===== config.mk =====
export PLATFORM = sky130hd
export DESIGN_NAME = i2c_ddc_slave_ctrl_flat
export DESIGN_NICKNAME = d
export VERILOG_FILES = /design/src/rtl/i2c_ddc_slave_ctrl_if.sv /design/src/rtl/i2c_ddc_slave_ctrl.sv /design/src/flat_wrapper.sv
export SDC_FILE = /design/constraint.sdc
export NUM_CORES = 1
export LEC_CHECK = 0
export CAP_MARGIN = 20
export CORE_ASPECT_RATIO = 1.2
export CORE_MARGIN = 4
export CORE_UTILIZATION = 43
export CTS_BUF_LIST = sky130_fd_sc_hd__clkbuf_4
export DETAILED_ROUTE_END_ITERATION = 12
export PLACE_DENSITY = 0.7
export SYNTH_ARGS = -nofsm -noshare
export SYNTH_HDL_FRONTEND = slang
export SYNTH_SLANG_ARGS = --single-unit
export TNS_END_PERCENT = 30

===== constraint.sdc =====
create_clock -name clk -period 1.6 [get_ports clk]
set_input_delay 0.16 -clock clk [delete_from_list [all_inputs] [get_ports clk]]
set_output_delay 0.16 -clock clk [all_outputs]
set_load 0.005 [all_outputs]

===== src/rtl/i2c_ddc_slave_ctrl_if.sv =====
// rtl/i2c_ddc_slave_ctrl_if.sv - byte/edge handshake bundle between DDC bus side and slave controller
interface i2c_ddc_slave_ctrl_if;
  logic [1:0] sda_edge_buf;
  logic [1:0] scl_edge_buf;
  logic [7:0] tx_data;
  logic       wr_ack_en;
  logic       sda_oe;
  logic [7:0] rx_data;
  logic       rx_valid;
  logic       rx_first;
  logic       tx_req;
  logic       bus_start;
  logic       bus_stop;
  logic       busy;

  modport master (
    output sda_edge_buf, scl_edge_buf, tx_data, wr_ack_en,
    input  sda_oe, rx_data, rx_valid, rx_first, tx_req, bus_start, bus_stop, busy
  );

  modport slave (
    input  sda_edge_buf, scl_edge_buf, tx_data, wr_ack_en,
    output sda_oe, rx_data, rx_valid, rx_first, tx_req, bus_start, bus_stop, busy
  );
endinterface


===== src/rtl/i2c_ddc_slave_ctrl.sv =====
// rtl/i2c_ddc_slave_ctrl.sv - I2C slave protocol sequencer for the DDC/EDID channel
module i2c_ddc_slave_ctrl #(
  parameter logic [6:0] SLAVE_ADDR = 7'h50
) (
  input  logic                 clk,
  input  logic                 rst,
  i2c_ddc_slave_ctrl_if.slave  bus
);

  typedef enum logic [2:0] {
    S_IDLE, S_ADDR, S_ADDR_ACK, S_WR_DATA, S_WR_ACK, S_RD_DATA, S_RD_ACK, S_IGNORE
  } state_t;

  state_t     state_q, state_d;
  logic [2:0] cnt_q, cnt_d;
  logic [6:0] rx_shift_q, rx_shift_d;
  logic [6:0] tx_shift_q, tx_shift_d;
  logic       rw_q, rw_d;
  logic       first_q, first_d;
  // In the ACK states: 0 = waiting for the fall that opens the ninth clock,
  // 1 = waiting for the fall that closes it. In RD_ACK: 1 = master ACKed.
  logic       phase_q, phase_d;
  logic       sda_oe_q, sda_oe_d;
  logic [7:0] rx_data_q, rx_data_d;
  logic       rx_valid_q, rx_valid_d;
  logic       rx_first_q, rx_first_d;
  logic       tx_req_q, tx_req_d;
  logic       bus_start_q, bus_start_d;
  logic       bus_stop_q, bus_stop_d;

  logic       scl_rise, scl_fall, start_ev, stop_ev, sda_bit;
  logic [7:0] shift_in;

  assign scl_rise = (bus.scl_edge_buf == 2'b01);
  assign scl_fall = (bus.scl_edge_buf == 2'b10);
  assign start_ev = (bus.scl_edge_buf == 2'b11) && (bus.sda_edge_buf == 2'b10);
  assign stop_ev  = (bus.scl_edge_buf == 2'b11) && (bus.sda_edge_buf == 2'b01);
  assign sda_bit  = bus.sda_edge_buf[0];
  assign shift_in = {rx_shift_q, sda_bit};

  // State and datapath registers with synchronous reset
  always_ff @(posedge clk) begin
    if (rst) begin
      state_q     <= S_IDLE;
      cnt_q       <= 3'd0;
      rx_shift_q  <= 7'd0;
      tx_shift_q  <= 7'd0;
      rw_q        <= 1'b0;
      first_q     <= 1'b0;
      phase_q     <= 1'b0;
      sda_oe_q    <= 1'b0;
      rx_data_q   <= 8'd0;
      rx_valid_q  <= 1'b0;
      rx_first_q  <= 1'b0;
      tx_req_q    <= 1'b0;
      bus_start_q <= 1'b0;
      bus_stop_q  <= 1'b0;
    end else begin
      state_q     <= state_d;
      cnt_q       <= cnt_d;
      rx_shift_q  <= rx_shift_d;
      tx_shift_q  <= tx_shift_d;
      rw_q        <= rw_d;
      first_q     <= first_d;
      phase_q     <= phase_d;
      sda_oe_q    <= sda_oe_d;
      rx_data_q   <= rx_data_d;
      rx_valid_q  <= rx_valid_d;
      rx_first_q  <= rx_first_d;
      tx_req_q    <= tx_req_d;
      bus_start_q <= bus_start_d;
      bus_stop_q  <= bus_stop_d;
    end
  end

  // Next-state: bus conditions first, then per-state bit sequencing
  always_comb begin
    state_d     = state_q;
    cnt_d       = cnt_q;
    rx_shift_d  = rx_shift_q;
    tx_shift_d  = tx_shift_q;
    rw_d        = rw_q;
    first_d     = first_q;
    phase_d     = phase_q;
    sda_oe_d    = sda_oe_q;
    rx_data_d   = rx_data_q;
    rx_valid_d  = 1'b0;
    rx_first_d  = 1'b0;
    tx_req_d    = 1'b0;
    bus_start_d = 1'b0;
    bus_stop_d  = 1'b0;

    if (start_ev) begin
      state_d     = S_ADDR;
      cnt_d       = 3'd0;
      phase_d     = 1'b0;
      sda_oe_d    = 1'b0;
      bus_start_d = 1'b1;
    end else if (stop_ev) begin
      state_d    = S_IDLE;
      sda_oe_d   = 1'b0;
      bus_stop_d = 1'b1;
    end else begin
      case (state_q)
        S_IDLE: ;
        S_ADDR: begin
          if (scl_rise) begin
            rx_shift_d = shift_in[6:0];
            cnt_d      = cnt_q + 3'd1;
            if (cnt_q == 3'd7) begin
              phase_d = 1'b0;
              if (shift_in[7:1] == SLAVE_ADDR) begin
                rw_d    = shift_in[0];
                state_d = S_ADDR_ACK;
              end else begin
                state_d = S_IGNORE;
              end
            end
          end
        end
        S_ADDR_ACK: begin
          if (scl_fall) begin
            if (!phase_q) begin
              sda_oe_d = 1'b1;
              phase_d  = 1'b1;
              tx_req_d = rw_q;
            end else begin
              phase_d = 1'b0;
              cnt_d   = 3'd0;
              if (rw_q) begin
                tx_shift_d = bus.tx_data[6:0];
                sda_oe_d   = ~bus.tx_data[7];
                state_d    = S_RD_DATA;
              end else begin
                sda_oe_d = 1'b0;
                first_d  = 1'b1;
                state_d  = S_WR_DATA;
              end
            end
          end
        end
        S_WR_DATA: begin
          if (scl_rise) begin
            rx_shift_d = shift_in[6:0];
            cnt_d      = cnt_q + 3'd1;
            if (cnt_q == 3'd7) begin
              rx_data_d  = shift_in;
              rx_valid_d = 1'b1;
              rx_first_d = first_q;
              first_d    = 1'b0;
              phase_d    = 1'b0;
              state_d    = S_WR_ACK;
            end
          end
        end
        S_WR_ACK: begin
          if (scl_fall) begin
            if (!phase_q) begin
              sda_oe_d = bus.wr_ack_en;
              phase_d  = 1'b1;
            end else begin
              sda_oe_d = 1'b0;
              phase_d  = 1'b0;
              state_d  = S_WR_DATA;
            end
          end
        end
        S_RD_DATA: begin
          if (scl_fall) begin
            cnt_d = cnt_q + 3'd1;
            if (cnt_q == 3'd7) begin
              sda_oe_d = 1'b0;
              phase_d  = 1'b0;
              state_d  = S_RD_ACK;
            end else begin
              sda_oe_d   = ~tx_shift_q[6];
              tx_shift_d = {tx_shift_q[5:0], 1'b0};
            end
          end
        end
        S_RD_ACK: begin
          if (scl_rise && !phase_q) begin
            if (!sda_bit) begin
              tx_req_d = 1'b1;
              phase_d  = 1'b1;
            end else begin
              sda_oe_d = 1'b0;
              state_d  = S_IGNORE;
            end
          end else if (scl_fall && phase_q) begin
            tx_shift_d = bus.tx_data[6:0];
            sda_oe_d   = ~bus.tx_data[7];
            cnt_d      = 3'd0;
            phase_d    = 1'b0;
            state_d    = S_RD_DATA;
          end
        end
        S_IGNORE: sda_oe_d = 1'b0;
        default: state_d = S_IDLE;
      endcase
    end
  end

  // Outputs come straight from registers; busy decodes the addressed states
  always_comb begin
    bus.sda_oe    = sda_oe_q;
    bus.rx_data   = rx_data_q;
    bus.rx_valid  = rx_valid_q;
    bus.rx_first  = rx_first_q;
    bus.tx_req    = tx_req_q;
    bus.bus_start = bus_start_q;
    bus.bus_stop  = bus_stop_q;
    bus.busy      = (state_q == S_ADDR_ACK) || (state_q == S_WR_DATA) ||
                    (state_q == S_WR_ACK)   || (state_q == S_RD_DATA) ||
                    (state_q == S_RD_ACK);
  end

endmodule


===== src/flat_wrapper.sv =====
// flat-port wrapper written by rule: the top's interface ports become plain ports
module i2c_ddc_slave_ctrl_flat 
#(
  parameter logic [6:0] SLAVE_ADDR = 7'h50
)
  (clk, rst, bus_sda_edge_buf, bus_scl_edge_buf, bus_tx_data, bus_wr_ack_en, bus_sda_oe, bus_rx_data, bus_rx_valid, bus_rx_first, bus_tx_req, bus_bus_start, bus_bus_stop, bus_busy);
  i2c_ddc_slave_ctrl_if bus_i ();
  input  logic clk;
  input  logic rst;
  input wire logic [$bits(bus_i.sda_edge_buf)-1:0] bus_sda_edge_buf;
  input wire logic [$bits(bus_i.scl_edge_buf)-1:0] bus_scl_edge_buf;
  input wire logic [$bits(bus_i.tx_data)-1:0] bus_tx_data;
  input wire logic [$bits(bus_i.wr_ack_en)-1:0] bus_wr_ack_en;
  output wire logic [$bits(bus_i.sda_oe)-1:0] bus_sda_oe;
  output wire logic [$bits(bus_i.rx_data)-1:0] bus_rx_data;
  output wire logic [$bits(bus_i.rx_valid)-1:0] bus_rx_valid;
  output wire logic [$bits(bus_i.rx_first)-1:0] bus_rx_first;
  output wire logic [$bits(bus_i.tx_req)-1:0] bus_tx_req;
  output wire logic [$bits(bus_i.bus_start)-1:0] bus_bus_start;
  output wire logic [$bits(bus_i.bus_stop)-1:0] bus_bus_stop;
  output wire logic [$bits(bus_i.busy)-1:0] bus_busy;
  assign bus_i.sda_edge_buf = bus_sda_edge_buf;
  assign bus_i.scl_edge_buf = bus_scl_edge_buf;
  assign bus_i.tx_data = bus_tx_data;
  assign bus_i.wr_ack_en = bus_wr_ack_en;
  assign bus_sda_oe = bus_i.sda_oe;
  assign bus_rx_data = bus_i.rx_data;
  assign bus_rx_valid = bus_i.rx_valid;
  assign bus_rx_first = bus_i.rx_first;
  assign bus_tx_req = bus_i.tx_req;
  assign bus_bus_start = bus_i.bus_start;
  assign bus_bus_stop = bus_i.bus_stop;
  assign bus_busy = bus_i.busy;
  i2c_ddc_slave_ctrl #(.SLAVE_ADDR(SLAVE_ADDR)) u_core (.clk(clk), .rst(rst), .bus(bus_i));
endmodule

==> out/qor.yml <==
timing:
  final.period_utilization_pct: 101.7
  final_hold_viol_count: 0
  tightest_slew_ps: 310.2
  setup_tns_ps: -26.98
  fmax_mhz: 614.6
  drv_slew: 0
  min_period_ps: 1627
  worst_slack_ps: -26.98
  whs_ps: 425.8
  relSlewSlack_pct: 79.10
  finalSetupViolCount: 1
  rsz0062_at_grt: "yes"
  clock_skew_ps: 12.88
clock_tree:
  cts-root-buf: "clkbuf_4"
  clkLatencyLatePin_ps: 340
  hold_buffers: 0
  cts.path.max_buffers: 2
  cts_tree: "yes"
  clk_pin_slew_ps: 120
  cts_num_sinks: 37
  cts-buffers-inserted: 5
  cts_htree_levels: 2
flow_run:
  cap_violations: 0
route:
  drtIter0Drc: 93
  vias: 1936
  wirelength_um: 5149
  wl_per_cell_um: 14.46
  route.detailed.drc: 0
  ant_nets: 0
  avgViaCountPerCell: 5.438
  dr.pass1.iters: 4
logic_synthesis:
  synth_edf_count: 0
  synth_flop_cell: "dfxtp_1"
  async_flop_share_pct: 0
  synth_cells: 226
  seq_area_frac_synth_pct: 36.10
  synth.most_common_cell: "dfxtp_1"
  synthTopCellsByCount: "37 x dfxtp_1, 36 x nor2_1, 24 x mux2i_1"
  synth_warnings: 0
  synth_top_area_share_pct: 36.10
  syn_area_um2: 2052
  synth_cell_types: 50
  syn_avg_cell_area_um2: 9.080
  ys_top_cells_by_area: "dfxtp_1 36%, mux2i_1 12%, nor2_1 6.6%"
  synth_fp_nets: 245
  ys_seq_elements: 37
  yosysTopAreaCell: "dfxtp_1"
place:
  port_buffers: 29
  place_ws_ps: -297.1
  place_area_um2: 2638
  dp.cells: 341
  gp_congestion: 0.8827
  dpl.hpwl_um: 3660
setup_path:
  r2r_end: "u_core.state_q[1]"
  critical_path_arrival_ps: 1870
  cp-end-kind: "flip-flop"
  crit_path_frequent_cell: "ha_4"
  start_kind: "flip-flop"
  path_max_fanout: 4
  r2r_cells: 7
  critPathKind: "flip-flop to flip-flop"
  crit_buf_inv: 0
  crit_chain: "ha_4 -> ha_4 -> nand2_2 -> o21bai_4 -> a221oi_4 -> and4_1 -> nor3_2"
  critPathMaxStageDelay_ps: 370
  r2r-start: "u_core.cnt_q[1]"
  reg2reg_slack_ps: -30
  crit_start: "u_core.cnt_q[1]"
  cpMaxStageDelayCell: "dfxtp_2"
  cpLargestDelayFamily: "compound AO/OA/AOI/OAI gates"
  required_ps: 1840
die:
  core_um2: 4594
  start_util_pct: 44.66
  io_pins: 30
  die_h_um: 83.67
  dieWidth_um: 71.06
  die_area_um2: 5946
  rows: 27
pwr:
  p_leak_nw: 1.231
  power_mw: 1.627
  power_density_nw_per_um2: 555.7
  irDropWorstVdd_mv: 0.4866
global_routing:
  grt_max_degree: 23
  grt-ovfl-total: 0
  grt_pass1_wl_um: 8390
  grt.total_usage_pct: 17.19
  antenna_found_initial: 0
  grt_pass1_vias: 1855
finish:
  fin_area_um2: 2928
  diodes: 0
  fin_nets: 316
  final_core_util_pct: 63.73
  fill_cells: 402
  drive_above_1_share_pct: 34.23
  final_cells: 356
  area_growth_pct: 42.68
outcome:
  failed_checks: "negative setup slack"
  status: "finished, violations left"
worst_hold_path:
  hold_start: "bus_scl_edge_buf[0]"
  hold_path.class: "primary input to flip-flop"
  min_delay_path_depth: 4
  holdPathEnd: "u_core.bus.bus_stop"
final cells by class:
class | instances | area (um2) | share of cell area, %
Multi-Input combinational cell | 168 | 1329 | 45.38
Sequential cell | 37 | 755.7 | 25.81
Tap cell | 58 | 72.57 | 2.479
Clock buffer | 7 | 52.55 | 1.795
Inverter | 6 | 22.52 | 0.7692
Timing Repair Buffer | 79 | 688.2 | 23.50
Clock inverter | 1 | 7.507 | 0.2564
sequential cells by signal, summed over array words and instances (netlist names):
register,count
u_core.phase_q,1
u_core.cnt_q,3
u_core.bus.rx_valid,1
u_core.bus.rx_first,1
u_core.bus.bus_stop,1
u_core.rx_shift_q,7
u_core.state_q,3
u_core.rw_q,1
u_core.bus.tx_req,1
u_core.tx_shift_q,7
u_core.bus.rx_data,8
u_core.first_q,1
u_core.bus.bus_start,1
u_core.bus.sda_oe,1
where the power goes:
| group | switching [mW] | total, mW | leakage [nW] | internal (mW) |
|---|---|---|---|---|
| Sequential | 0.00246 | 0.922 | 0.302 | 0.920 |
| Combinational | 0.0820 | 0.182 | 0.897 | 0.100 |
| Clock | 0.315 | 0.523 | 0.0324 | 0.208 |
timing repair:
action | in CTS | in global routing
endpoints found under the setup margin | 26 | 24
resized for setup | 20 | 22
pin swaps | 6 | 8
buffers inserted | 5 | 2
worst max path at each step:
stage | to | slack [ps] | cells after the start
floorplan | u_core.state_q[1] | 20 | 7
global placement | u_core.bus.sda_oe | -240 | 6
detailed placement | u_core.state_q[1] | -300 | 6
CTS | u_core.state_q[1] | -10 | 7
global route | u_core.state_q[1] | -130 | 7
finish | u_core.state_q[1] | -30 | 7
layer usage:
| metal | wire, um | up-vias | share of wire (%) | track usage (%) |
|---|---|---|---|---|
| li1 | - | 936 | - | - |
| met1 | 2205 | 906 | 43 | 21.65 |
| met2 | 2528 | 78 | 49 | 28.69 |
| met3 | 258 | 16 | 5.0 | 3.253 |
| met4 | 156 | 0 | 3.0 | 6.496 |
| met5 | 0 | - | 0 | 0 |
cells by family after synthesis:
family / share of synthesized area (%)
flops: 36.10
simple gates: 25.73
compound gates: 13.72
xor+xnor: 0.4269
mux: 15.00
buf+inv: 6.585
fa+ha+maj: 2.439
worst min-delay path, stage by stage:
cell	delay, ps
dlymetal6s2s_1	200
buf_4	190
nand4b_1	130
nor2_1	50
cell usage in the layout (no fill, tap or decap), types with 3 or more instances in the layout:
| master | instances |
|---|---|
| nor3_1 | 6 |
| a21oi_2 | 3 |
| nor3_2 | 3 |
| nand2_1 | 10 |
| nand3b_1 | 4 |
| dfxtp_1 | 31 |
| a21oi_1 | 7 |
| buf_4 | 47 |
| a31oi_1 | 4 |
| mux2i_1 | 24 |
| nand2b_1 | 6 |
| dfxtp_2 | 3 |
| o21ai_0 | 5 |
| mux2_2 | 6 |
| nor2_2 | 3 |
| clkdlybuf4s50_1 | 27 |
| nor2_1 | 35 |
| clkbuf_4 | 7 |
| dfxtp_4 | 3 |
| inv_1 | 6 |
(Power assumes the default switching activity.)
